File: config.mk
export PLATFORM = sky130hd
export DESIGN_NAME = cv32e40p_permanent_fault_detector
export DESIGN_NICKNAME = d
export VERILOG_FILES = /design/src/rtl/cv32e40p_permanent_fault_detector.sv
export SDC_FILE = /design/constraint.sdc
export NUM_CORES = 1
export LEC_CHECK = 0
export ABC_AREA = 1
export BUFFER_PORTS_ARGS = -buffer_cell sky130_fd_sc_hd__buf_2
export CAP_MARGIN = 30
export CORE_MARGIN = 5
export CORE_UTILIZATION = 62
export CTS_CLUSTER_DIAMETER = 30
export DETAILED_ROUTE_END_ITERATION = 16
export PLACE_DENSITY = 0.8
export SLEW_MARGIN = 20
export SYNTH_ARGS = -nofsm -noshare
export SYNTH_HDL_FRONTEND = slang
export SYNTH_SLANG_ARGS = --single-unit
File: constraint.sdc
create_clock -name clk -period 2.9 [get_ports clk]
set_clock_uncertainty 0.05 [all_clocks]
set_input_delay 0 -clock clk [delete_from_list [all_inputs] [get_ports clk]]
set_output_delay 0 -clock clk [all_outputs]
set_load 0.1 [all_outputs]
File: src/rtl/cv32e40p_permanent_fault_detector.sv
// Per-replica voter-mismatch counters that latch ALU/MULT replicas as permanently faulty.
// Optional leaky decay of error counters is enabled by defining PFD_LEAKY_DECAY_EN.
module cv32e40p_permanent_fault_detector #(
   parameter int unsigned CNT_W        = 8,
   parameter int unsigned THRESHOLD    = 16,
   parameter int unsigned DECAY_PERIOD = 64
) (
   input  logic       clk,
   input  logic       rst,
   input  logic       sample_valid_i,
   input  logic       alu_used_i,
   input  logic       mult_used_i,
   input  logic [3:0] err_replica_i,
   input  logic       clear_i,
   output logic [3:0] permanent_faulty_alu_o,
   output logic [3:0] permanent_faulty_mult_o,
   output logic       fault_event_o,
   output logic       fault_is_mult_o,
   output logic [1:0] fault_id_o,
   output logic       ambiguous_o
);

   typedef enum logic {HEALTHY = 1'b0, FAULTY = 1'b1} rep_state_e;

   localparam logic [CNT_W-1:0] CNT_MAX = '1;
   localparam logic [CNT_W-1:0] THR     = CNT_W'(THRESHOLD);

   if ((THRESHOLD < 1) || (THRESHOLD >= (64'd1 << CNT_W))) begin : g_bad_threshold
      $error("THRESHOLD must lie in 1..2^CNT_W-1");
   end
   if (DECAY_PERIOD < 1) begin : g_bad_decay
      $error("DECAY_PERIOD must be at least 1");
   end

   // Index 0 = ALU bank, index 1 = MULT bank.
   logic [CNT_W-1:0] cnt_q [2][4];
   logic [CNT_W-1:0] cnt_d [2][4];
   rep_state_e       st_q  [2][4];
   rep_state_e       st_d  [2][4];

`ifdef PFD_LEAKY_DECAY_EN
   localparam int unsigned      CLEAN_W    = (DECAY_PERIOD > 1) ? $clog2(DECAY_PERIOD) : 1;
   localparam logic [CLEAN_W-1:0] CLEAN_WRAP = CLEAN_W'(DECAY_PERIOD - 1);
   logic [CLEAN_W-1:0] clean_q [2][4];
   logic [CLEAN_W-1:0] clean_d [2][4];
`endif

   logic       sel;
   logic       accept;
   logic [3:0] err_m;
   logic [2:0] n_err;
   logic [3:0] new_flag;
   logic       id_found;
   logic       ev_d;
   logic       is_mult_d;
   logic [1:0] id_d;
   logic       amb_d;

   always_comb begin
      sel    = ~alu_used_i;
      accept = sample_valid_i & (alu_used_i | mult_used_i);
      err_m  = '0;
      n_err  = '0;
      for (int unsigned i = 0; i < 4; i++) begin
         err_m[i] = err_replica_i[i] & (st_q[sel][i] == HEALTHY);
         n_err    = n_err + {2'b00, err_m[i]};
      end

      cnt_d    = cnt_q;
      st_d     = st_q;
      new_flag = '0;
`ifdef PFD_LEAKY_DECAY_EN
      clean_d  = clean_q;
`endif

      if (accept && (n_err <= 3'd1)) begin
         for (int unsigned i = 0; i < 4; i++) begin
            if (st_q[sel][i] == HEALTHY) begin
               if (err_m[i]) begin
                  if (cnt_q[sel][i] != CNT_MAX) cnt_d[sel][i] = cnt_q[sel][i] + 1'b1;
                  if (cnt_d[sel][i] >= THR) begin
                     st_d[sel][i] = FAULTY;
                     new_flag[i]  = 1'b1;
                  end
`ifdef PFD_LEAKY_DECAY_EN
                  clean_d[sel][i] = '0;
               end else if (clean_q[sel][i] == CLEAN_WRAP) begin
                  // A full period of clean participation retires one error.
                  clean_d[sel][i] = '0;
                  if (cnt_q[sel][i] != '0) cnt_d[sel][i] = cnt_q[sel][i] - 1'b1;
               end else begin
                  clean_d[sel][i] = clean_q[sel][i] + 1'b1;
`endif
               end
            end
         end
      end

      ev_d      = |new_flag;
      is_mult_d = sel & ev_d;
      id_d      = '0;
      id_found  = 1'b0;
      for (int unsigned i = 0; i < 4; i++) begin
         if (new_flag[i] && !id_found) begin
            id_d     = 2'(i);
            id_found = 1'b1;
         end
      end
      amb_d = accept & (n_err > 3'd1);

      // Clear wins over a simultaneous sample and reports nothing.
      if (clear_i) begin
         cnt_d     = '{default: '0};
         st_d      = '{default: HEALTHY};
`ifdef PFD_LEAKY_DECAY_EN
         clean_d   = '{default: '0};
`endif
         ev_d      = 1'b0;
         is_mult_d = 1'b0;
         id_d      = '0;
         amb_d     = 1'b0;
      end
   end

   always_ff @(posedge clk or posedge rst) begin
      if (rst) begin
         cnt_q           <= '{default: '0};
         st_q            <= '{default: HEALTHY};
`ifdef PFD_LEAKY_DECAY_EN
         clean_q         <= '{default: '0};
`endif
         fault_event_o   <= 1'b0;
         fault_is_mult_o <= 1'b0;
         fault_id_o      <= '0;
         ambiguous_o     <= 1'b0;
      end else begin
         cnt_q           <= cnt_d;
         st_q            <= st_d;
`ifdef PFD_LEAKY_DECAY_EN
         clean_q         <= clean_d;
`endif
         fault_event_o   <= ev_d;
         fault_is_mult_o <= is_mult_d;
         fault_id_o      <= id_d;
         ambiguous_o     <= amb_d;
      end
   end

   always_comb begin
      permanent_faulty_alu_o  = '0;
      permanent_faulty_mult_o = '0;
      for (int unsigned i = 0; i < 4; i++) begin
         permanent_faulty_alu_o[i]  = (st_q[0][i] == FAULTY);
         permanent_faulty_mult_o[i] = (st_q[1][i] == FAULTY);
      end
   end

endmodule

==> summary.txt, run 1 <==
fillers: 654
synth warn: 0
Slew Limit Headroom: 50.24%
All-Layer GR Usage: 26.07%
Core Area: 8134 um^2
Reg area: 1927 um^2
Gate Count Post-Synth: 749
WHS Path Cells: 2
Inserted Clock Buffers: 9
vias: 4,968
most area-hungry cell type in the Yosys netlist: dfrtp_1
Pwr Total: 2.330 mW
Synth cell types: 41
Root Driver: clkbuf_8
clock tree from TritonCTS: done
Final Critical Period: 2.686 ns
prevailing post-synth register cell: dfrtp_1
reg-to-reg endpoint: cnt_q[56]
initial antenna violation count: 0
Vias/cell: 5.633
worst path bufs/invs: 5
Clock Path Buffers: 2
leakage power: 2.797 nW
setup slack at placement: 0.2596 ns
status: finished clean
Worst-Margin Slew: 0.7453 ns
HP Start: clear_i
Slowest-stage cell, CP: dlygate4sd3_1
number of global-route vias before repair: 4,834
drc violations: 0
GR peak layer: met2
Synth top area share: 37.43%
dpl hpwl: 9035 um
Mapped Area: 5147 um^2
combinational fraction of design power: 15.7%
final instance area: 5583 um^2
dpl cell area: 5341 um^2
RR Startpoint: permanent_faulty_alu_o[0]
Core Rows: 33
Crit Path Class: input pin to register
GR Layer Usage met2: 44.06%
hold endpoint: cnt_q[32]
largest net degree at the start of global routing: 45
CP Capture Type: register
H-tree depth: 3
Worst VDD drop: 0.0003521 V
Nets: 787
Sinks on Clock Net: 77
Tcrit/Tclk final: 92.64%
most common cell in the netlist: nand2_1
multi-input logic area: 2651 um^2
final setup fails: 0
Max FO, Critical Path: 17
EDFF count, synth: 0
R2R depth: 13
Startpoint Class: input pin
sw frac: 29.96%
Clk pwr share: 35.8%
crit-path leading delay family: buffers and inverters
top cells by count, synth: nand2_1 (220), inv_1 (97), dfrtp_1 (77)
final WL: 12,690 um
max-cap violation count: 0
sequential power share: 48.5%
register bit count reported by yosys: 77
syn nets: 764
Fmax: 372.2 MHz
met1 usage: 34.10%
GR Overflow Total: 0
NetSw: 698.0 uW
Seq/Total Area, Yosys: 37.43%
Non-Filler Instances: 882
Hold WS: 0.02745 ns
Routed WL per cell: 14.38 um
full die area: 10,220 um^2
die height: 101.1 um
Final Hold Vio Count: 0
post-route ant nets: 0
Layout area overhead: 8.459%
met3 Use GR: 3.183%
ant diodes: 0
First DRT Iteration DRCs: 214
share of layout cells above drive strength 1: 14.80%
setup slack, reg-to-reg: 0.26 ns
Slew Limit Fails: 0
Int Power: 1.632 mW
syn avg cell area: 6.872 um^2
routability cong.: 0.8904
first drt pass iteration count: 5
min-delay worst type: input pin to register
Initial Util: 63.28%
Chip Width: 101.1 um
asr flop ratio synth: 100.0%
Final WS setup: 0.2135 ns
placed instance count: 863
Ports: 23
Clock Latency Late Sink: 0.36 ns
Port Buf Inserts: 22
CTS clk-pin slew, worst paths: 0.09 ns
Critical Path Most Common Cell: nand2_1
max incr delay on CP: 0.53 ns
pwr dens: 417.3 nW/um^2
top cells by area, synth: dfrtp_1 (37%), nand2_1 (16%), inv_1 (7.1%), nand3_1 (6.2%), o21ai_0 (4.8%)
Worst EP required: 3.09 ns
Worst EP arrival: 2.88 ns
CP Cell Sequence: dlygate4sd3_1 -> clkbuf_4 -> inv_4 -> buf_12 -> nand2_1 -> o21ai_2 -> inv_1 -> ha_1 -> nand3_2 -> xor2_1 -> nand3_1 -> nor2_1 -> nand2_1 -> nand3_2 -> nand2_1 -> o21bai_2 -> nor2_1
first-pass GRT wire length: 21,690 um
## worst reg2reg max path: cells and delay by family (launching register included)
kind / cells / cell delay (ns)
fa+ha+maj: 1 / 0.55
buf+inv: 2 / 0.25
simple gates: 6 / 0.90
compound gates: 4 / 0.43
flops: 1 / 0.41
## sequential cells by signal, summed over array words and instances (netlist names)
register,count
fault_id_o,2
fault_is_mult_o,1
permanent_faulty_alu_o,4
ambiguous_o,1
fault_event_o,1
cnt_q,64
permanent_faulty_mult_o,4
## worst max path at each step
stage	from	end	slack, ns	depth (start not counted)
floorplan	permanent_faulty_mult_o[1]	fault_is_mult_o	0.13	13
global placement	permanent_faulty_mult_o[0]	cnt_q[32]	0.33	13
detailed placement	permanent_faulty_mult_o[0]	cnt_q[19]	0.26	13
CTS	alu_used_i	fault_is_mult_o	0.16	17
global route	alu_used_i	fault_is_mult_o	-0.02	18
finish	alu_used_i	fault_is_mult_o	0.21	17
## power by group through the flow
| stage | Combinational [mW] | Sequential, mW | Clock [mW] |
|---|---|---|---|
| 2_1_floorplan | 0.248 | 1.17 | 0 |
| 3_3_place_gp | 0.342 | 1.15 | 0 |
| 3_5_place_dp | 0.352 | 1.15 | 0 |
| 4_1_cts | 0.358 | 1.13 | 0.852 |
| 5_1_grt | 0.406 | 1.13 | 0.894 |
| 6_report | 0.365 | 1.13 | 0.835 |
## metal layers
layer	routed length (um)	vias to the layer above	share of wire (%)
met5	0	-	0
met4	193	0	1.5
met3	819	21	6.5
met2	6265	205	49
met1	5408	2294	43
li1	-	2448	-
## metrics by stage
step | setup TNS, ns | util [%]
2_1_floorplan | 0 | -
3_3_place_gp | 0 | 65.67
3_5_place_dp | 0 | 65.67
4_1_cts | 0 | 68.40
5_1_grt | -0.03659 | 68.64
6_report | 0 | 68.64
## placed cells by master, fill, tap and decap left out, types with 2 or more instances in the layout
master / Yosys / final
o21ai_1: 5 / 5
nand2_4: 2 / 2
nor2_1: 54 / 54
o21ai_0: 49 / 49
o41ai_1: 3 / 3
ha_1: 4 / 3
dfrtp_1: 77 / 77
nand4_1: 23 / 23
clkinv_2: 0 / 2
buf_12: 0 / 2
buf_2: 7 / 21
nand2_2: 19 / 20
o21a_1: 4 / 4
o21ai_2: 4 / 4
nor2_2: 12 / 11
nor2_4: 4 / 5
nand2_1: 220 / 219
clkbuf_1: 6 / 2
inv_2: 13 / 13
o22ai_1: 12 / 12
dlygate4sd3_1: 0 / 3
a21oi_1: 28 / 28
nand3_1: 64 / 64
nand3_2: 5 / 5
xnor2_1: 3 / 3
a31oi_1: 5 / 5
clkbuf_8: 0 / 10
inv_1: 97 / 96
buf_4: 4 / 9
xor2_1: 4 / 4
## timing repair
item,CTS,global route
gates resized for setup,0,7
endpoints found under the hold margin,35,0
hold buffers,3,0
setup buffers,0,0
endpoints found under the setup margin,0,10
## layout make-up
cell class / count / share of cell area, %
clock buffer: 12 / 2.600
tap: 105 / 2.353
multi-input combinational: 536 / 47.49
timing repair buffer: 37 / 4.684
clock inverter: 4 / 0.8516
inverter: 111 / 7.508
sequential: 77 / 34.51
## kinds of logic after synthesis
group / after synthesis / share of synthesized area [%]
AOI/OAI and AO/OA: 113 / 12.35
DFF: 77 / 37.43
buffers and inverters: 136 / 11.25
xor gates and xnor gates: 7 / 1.191
and+or+nand+nor: 411 / 36.41
adders and majority gates: 5 / 1.361
Note: power is estimated with default switching activity, not from simulation.
==> run 2: changes to the inputs <==
Settings changed: CORE_UTILIZATION 62 to 41, PLACE_DENSITY 0.8 to unset.
==> run 2 against run 1 <==
First-iteration DRC count up 88%. Critical path depth down 2. Count of clock-buffer cells in the layout unchanged. Sequential power about the same. Final cell count up 7.9%. Non-clock buffer count up 3. Sequential cell count unchanged. Sequential share of layout area down 1.3 points. Largest cell class unchanged.
==> summary.txt, run 2 (synthesized netlist as in run 1, its figures left out) <==
Slew Limit Fails: 0 (unchanged)
Port Buf Inserts: 22 (unchanged)
pwr dens: 472.5 nW/um^2 (+13%)
final setup TNS: 0 ns (unchanged)
Core Rows: 41 (+24%)
GR Overflow Total: 0 (unchanged)
Top reg by flops: cnt_q
CP Capture Type: register
crit-path leading delay family: buffers and inverters
RR Startpoint: permanent_faulty_alu_o[0]
Nets: 790 (+0.38%)
Clock Path Buffers: 2 (unchanged)
Root Driver: clkbuf_16
WL met3: 662 um (-19%)
Inserted Clock Buffers: 9 (unchanged)
CP Cell Sequence: dlygate4sd3_1 -> clkbuf_4 -> nand2_1 -> o21ai_0 -> nor2_1 -> inv_1 -> fa_1 -> o21ai_1 -> nor2_2 -> nand2_1 -> inv_1 -> nor2_2 -> nor2_1 -> xnor2_1 -> nor2_1
RSZ-0062 raised after global routing: no
post-route ant nets: 0 (unchanged)
commonest cells after routing, fill and taps aside: nand2_1 (219), inv_1 (95), dfrtp_1 (77)
H-tree depth: 3 (unchanged)
Core Area: 12,470 um^2 (+53%)
Fmax: 381.9 MHz (+2.6%)
Slowest-stage cell, CP: fa_1
max reg flops: 64 (unchanged)
min-delay worst type: input pin to register
HP Start: sample_valid_i
Worst Setup SP: alu_used_i
First DRT Iteration DRCs: 403 (+88%)
first drt pass iteration count: 5 (unchanged)
drc violations: 0 (unchanged)
All-Layer GR Usage: 18.95% (-7.1 points)
routability cong.: 0.9226 (+3.6%)
Layout area overhead: 12.64%
dpl hpwl: 9662 um (+6.9%)
max incr delay on CP: 0.54 ns (about the same)
met2 routed WL: 6282 um (+0.27%)
Hold WS: 0.02661 ns (-0.0008370 ns)
M1 WL: 6086 um (+13%)
Routed WL per cell: 13.87 um (-3.6%)
Chip Width: 122.0 um (+21%)
worst path bufs/invs: 4 (-1)
status: finished clean
Worst EP arrival: 2.78 ns (-0.10 ns)
Worst-Margin Slew: 0.7107 ns (-0.03453 ns)
leakage power: 2.872 nW (+2.7%)
Slew Limit Headroom: 52.56% (+2.3 points)
full die area: 14,900 um^2 (+46%)
Worst VDD drop: 0.0004102 V (+16%)
share of layout cells above drive strength 1: 15.38% (+0.58 points)
Crit Path Class: input pin to register
Final Hold Vio Count: 0 (unchanged)
ant diodes: 0 (unchanged)
Startpoint Class: input pin
final setup fails: 0 (unchanged)
clock tree from TritonCTS: done
Tcrit/Tclk final: 90.30% (-2.3 points)
initial antenna violation count: 0 (unchanged)
Max FO, Critical Path: 16 (-1)
CTS clk-pin slew, worst paths: 0.06 ns (-0.03 ns)
Sinks on Clock Net: 77 (unchanged)
highest layer used for signal routing: met4
max-cap violation count: 0 (unchanged)
number of global-route vias before repair: 4,578 (-5.3%)
first-pass GRT wire length: 22,370 um (+3.1%)
Critical Path Most Common Cell: nor2_1
Ports: 23 (unchanged)
vias: 4,870 (-2.0%)
placed instance count: 934 (+8.2%)
final WL: 13,200 um (+4.1%)
most common cell after layout, fill and taps aside: nand2_1
die height: 122.0 um (+21%)
Non-Filler Instances: 952 (+7.9%)
largest net degree at the start of global routing: 42 (-6.7%)
Final Critical Period: 2.619 ns (-0.06764 ns)
Clock Latency Late Sink: 0.34 ns (-0.02 ns)
Vias/cell: 5.116 (-9.2%)
Initial Util: 41.29% (-22 points)
Worst EP required: 3.06 ns (-0.03 ns)
## run 2: power breakdown
part,leakage [nW],internal (mW),total (mW),switching [mW]
registers,1.05,1.11,1.13,0.0221
logic,1.66,0.103,0.366,0.263
clock network,0.163,0.798,1.24,0.442
## run 2: path summary, 6_finish.rpt
| path | cells after the start | to | slack (ns) |
|---|---|---|---|
| setup reg to reg | 13 | cnt_q[32] | 0.31 |
| max in group asynchronous | 4 | permanent_faulty_alu_o[3] | 1.82 |
| min in group asynchronous | 3 | cnt_q[13] | 0.24 |
| setup / recovery | 15 | cnt_q[32] | 0.28 |
| hold / removal | 3 | ambiguous_o | 0.03 |
| hold reg to reg | 2 | cnt_q[14] | 0.45 |
## run 2: metrics by stage
step / total power, mW / worst slack [ns] / util [%] / cell area (um^2)
2_1_floorplan: 1.419 / 0.1315 / - / 5147
3_3_place_gp: 1.510 / 0.2322 / 43.67 / 5444
3_5_place_dp: 1.514 / 0.2286 / 43.67 / 5444
4_1_cts: 2.772 / 0.1297 / 46.45 / 5791
5_1_grt: 2.868 / 0.02225 / 46.51 / 5798
6_report: 2.739 / 0.2812 / 46.51 / 5798
## run 2: area by class of cell
cell class	count	area (um^2)
Inverter	111	420.4
Tap cell	172	215.2
Sequential cell	77	1927
Clock inverter	4	70.07
Clock buffer	12	256.5
Multi-Input combinational cell	536	2644
Timing Repair Buffer	40	265.3
Fill cell	1237	6668
## run 2: timing repair
action	CTS	global route
gates resized for setup	0	5
endpoints found under the hold margin	40	0
hold buffers	2	0
endpoints found under the setup margin	0	16
buffers inserted	0	0
## run 2: per-layer routing
layer | vias up | track usage [%]
li1 | 2461 | -
met1 | 2267 | 25.52
met2 | 130 | 30.63
met3 | 12 | 4.550
met4 | 0 | 5.112
met5 | - | 0
## run 2: worst reg2reg max path: stages, from the launching register on
cell	delay [ns]
dfrtp_1	0.41
nand2_1	0.07
o21ai_0	0.07
nor2_1	0.16
inv_1	0.08
fa_1	0.54
o21ai_1	0.09
nor2_2	0.17
nand2_1	0.13
inv_1	0.11
nor2_2	0.08
nor2_1	0.28
xnor2_1	0.17
nor2_1	0.05
==> run 3: changes to the inputs <==
Settings changed: ABC_AREA 1 to unset.
==> run 3 against run 2 <==
Register-to-register slack got worse by 0.22 ns. Synthesized area shrank 5.8%. Core utilization is 2.8 points higher. Die area decreased by 5.3%. Largest cell class unchanged. Synthesized cell count is 29% lower. Highest routed layer unchanged. Sequential power fell by 4%. Fmax down 6.7%. Critical path type is now register to register. Sequential cell count unchanged. Final cell count down 26%.
==> summary.txt, run 3 <==
first-pass GRT wire length: 19,460 um (-13%)
setup slack at placement: 0.09445 ns (-0.1341 ns)
Vias/cell: 5.609 (+9.6%)
most common cell after layout, fill and taps aside: nor2_1
dpl hpwl: 7916 um (-18%)
Tcrit/Tclk final: 96.75% (+6.4 points)
Top reg by flops: cnt_q
final setup fails: 0 (unchanged)
most area-hungry cell type in the Yosys netlist: dfrtp_1
Core Rows: 39 (-4.9%)
Root Driver: clkbuf_16
Initial Util: 42.11% (+0.82 points)
Synth top area share: 39.73% (+2.3 points)
Mapped Area: 4850 um^2 (-5.8%)
share of layout cells above drive strength 1: 18.83% (+3.4 points)
placed instance count: 685 (-27%)
Ports: 23 (unchanged)
pwr dens: 470.1 nW/um^2 (-0.51%)
Sinks on Clock Net: 77 (unchanged)
initial antenna violation count: 0 (unchanged)
GR Overflow Total: 0 (unchanged)
Core Area: 11,520 um^2 (-7.6%)
Port Buf Inserts: 22 (unchanged)
Gate Count Post-Synth: 531 (-29%)
most common cell in the netlist: nor2_1
Routed WL per cell: 16.26 um (+17%)
syn avg cell area: 9.133 um^2 (+33%)
vias: 3,960 (-19%)
CTS clk-pin slew, worst paths: 0.06 ns (about the same)
top cells by area, synth: dfrtp_1 (40%), nor2_1 (6.3%), xor2_1 (5.6%), mux2i_1 (5.4%), xnor2_1 (4.2%)
Layout area overhead: 17.05%
asr flop ratio synth: 100.0% (unchanged)
register bit count reported by yosys: 77 (unchanged)
clock tree from TritonCTS: done
routability cong.: 0.9093 (-1.4%)
Max FO, Critical Path: 7 (-9)
final WL: 11,480 um (-13%)
post-route ant nets: 0 (unchanged)
syn nets: 546 (-29%)
Slew Limit Headroom: 61.71% (+9.1 points)
max-cap violation count: 0 (unchanged)
CP Capture Type: register
Inserted Clock Buffers: 9 (unchanged)
number of global-route vias before repair: 3,856 (-16%)
min-delay worst type: input pin to register
H-tree depth: 3 (unchanged)
Chip Width: 118.8 um (-2.7%)
leakage power: 2.429 nW (-15%)
Worst EP required: 3.11 ns (+0.05 ns)
top cells by count, synth: nor2_1 (81), dfrtp_1 (77), nand2_1 (49)
Non-Filler Instances: 706 (-26%)
Worst VDD drop: 0.0003579 V (-13%)
max reg flops: 64 (unchanged)
status: finished clean
First DRT Iteration DRCs: 248 (-38%)
Worst EP arrival: 3.02 ns (+0.24 ns)
Clock Path Buffers: 2 (unchanged)
EDFF count, synth: 0 (unchanged)
Final WS setup: 0.09422 ns (-0.1869 ns)
ant diodes: 0 (unchanged)
Clock Latency Late Sink: 0.34 ns (about the same)
Seq/Total Area, Yosys: 39.73% (+2.3 points)
final instance area: 5677 um^2 (-2.1%)
Nets: 573 (-27%)
synth warn: 0 (unchanged)
RSZ-0062 raised after global routing: yes
commonest cells after routing, fill and taps aside: nor2_1 (79), dfrtp_1 (71), nand2_1 (47)
first drt pass iteration count: 4 (-1)
Final Critical Period: 2.806 ns (+0.1869 ns)
Fmax: 356.4 MHz (-6.7%)
full die area: 14,100 um^2 (-5.3%)
prevailing post-synth register cell: dfrtp_1
dpl cell area: 5182 um^2 (-4.8%)
All-Layer GR Usage: 16.80% (-2.1 points)
Slew Limit Fails: 0 (unchanged)
largest net degree at the start of global routing: 56 (+33%)
die height: 118.8 um (-2.7%)
final setup TNS: 0 ns (unchanged)
Synth cell types: 67 (+63%)
Startpoint Class: register
drc violations: 0 (unchanged)
fillers: 1,040 (-16%)
Worst-Margin Slew: 0.5743 ns (-0.1364 ns)
Final Hold Vio Count: 0 (unchanged)
Crit Path Class: register to register
run 3: cell types whose count changed after synthesis, sizes merged, moves of 9 or more:
| cell | delta |
|---|---|
| inv | -100 |
| o22ai | -12 |
| xor2 | +27 |
| clkbuf | +10 |
| mux2i | +26 |
| xnor2 | +20 |
| o21ai | -48 |
| or3 | +9 |
| nor2 | +11 |
| nand2 | -192 |
| nor3 | +14 |
| nand3 | -44 |
| a21oi | -11 |
run 3: final cells by class:
type | count | area [um^2] | area share (%)
Inverter | 10 | 38.79 | 0.6833
Clock buffer | 9 | 225.2 | 3.967
Sequential cell | 77 | 1934 | 34.08
Clock inverter | 7 | 137.6 | 2.425
Tap cell | 143 | 178.9 | 3.152
Multi-Input combinational cell | 416 | 2877 | 50.67
Timing Repair Buffer | 44 | 285.3 | 5.025
run 3: path summary, 6_finish.rpt:
path	from	to	slack [ns]	cells after the start
setup / recovery	permanent_faulty_alu_o[3]	cnt_q[47]	0.09	9
hold / removal	alu_used_i	permanent_faulty_alu_o[1]	0.05	3
setup reg to reg	permanent_faulty_alu_o[3]	cnt_q[47]	0.09	9
hold reg to reg	permanent_faulty_mult_o[0]	permanent_faulty_mult_o[0]	0.46	2
max in group asynchronous	rst	permanent_faulty_mult_o[0]	1.89	4
min in group asynchronous	rst	permanent_faulty_alu_o[2]	0.17	3
run 3: logic make-up (layout without fill, tap and decap cells):
| logic type | Yosys count | in the layout | share of synthesized area [%] |
|---|---|---|---|
| buffers and inverters | 38 | 70 | 3.947 |
| XOR/XNOR | 54 | 54 | 9.752 |
| flip-flops | 77 | 77 | 39.73 |
| adder cells (fa/ha/maj) | 5 | 5 | 1.445 |
| AND/OR/NAND/NOR | 244 | 244 | 25.41 |
| multiplexers | 34 | 34 | 7.224 |
| AO/OA/AOI/OAI | 79 | 79 | 12.49 |
run 3: timing repair:
action / 4_1_cts / 5_1_grt
setup buffers: 0 / 1
endpoints found under the hold margin: 29 / 0
endpoints found under the setup margin: 0 / 17
gates resized for setup: 0 / 13
hold buffers: 4 / 0
run 3: critical path: stages (launching register included):
cell	delay, ns
dfrtp_2	0.44
mux2i_1	0.17
nand2_2	0.12
fa_1	0.50
inv_1	0.06
or4b_4	0.56
nor2_4	0.14
o21ai_2	0.14
or3_1	0.38
a21oi_1	0.17
run 3: where the power goes:
part	total (mW)	internal, mW	leakage, nW	switching, mW
clock network	1.38	0.925	0.175	0.459
registers	1.09	1.08	1.06	0.00647
logic	0.196	0.0627	1.19	0.134
run 3: layer usage:
layer | global-route usage, % | wire length, um | vias to the layer above
met4 | 4.852 | 180 | 0
met2 | 25.68 | 5282 | 87
met3 | 4.632 | 525 | 20
li1 | - | - | 1934
met5 | 0 | 0 | -
met1 | 23.39 | 5490 | 1919
run 3: through the flow:
| stage | hold WS (ns) | util, % | power, mW |
|---|---|---|---|
| after global routing | 0.06990 | 49.29 | 2.769 |
| after floorplan | 0.09383 | - | 1.255 |
| after global placement | -0.002261 | 45.00 | 1.295 |
| after detailed placement | 0.004630 | 45.00 | 1.297 |
| final | 0.04782 | 49.29 | 2.668 |
| after CTS | 0.04035 | 48.50 | 2.700 |
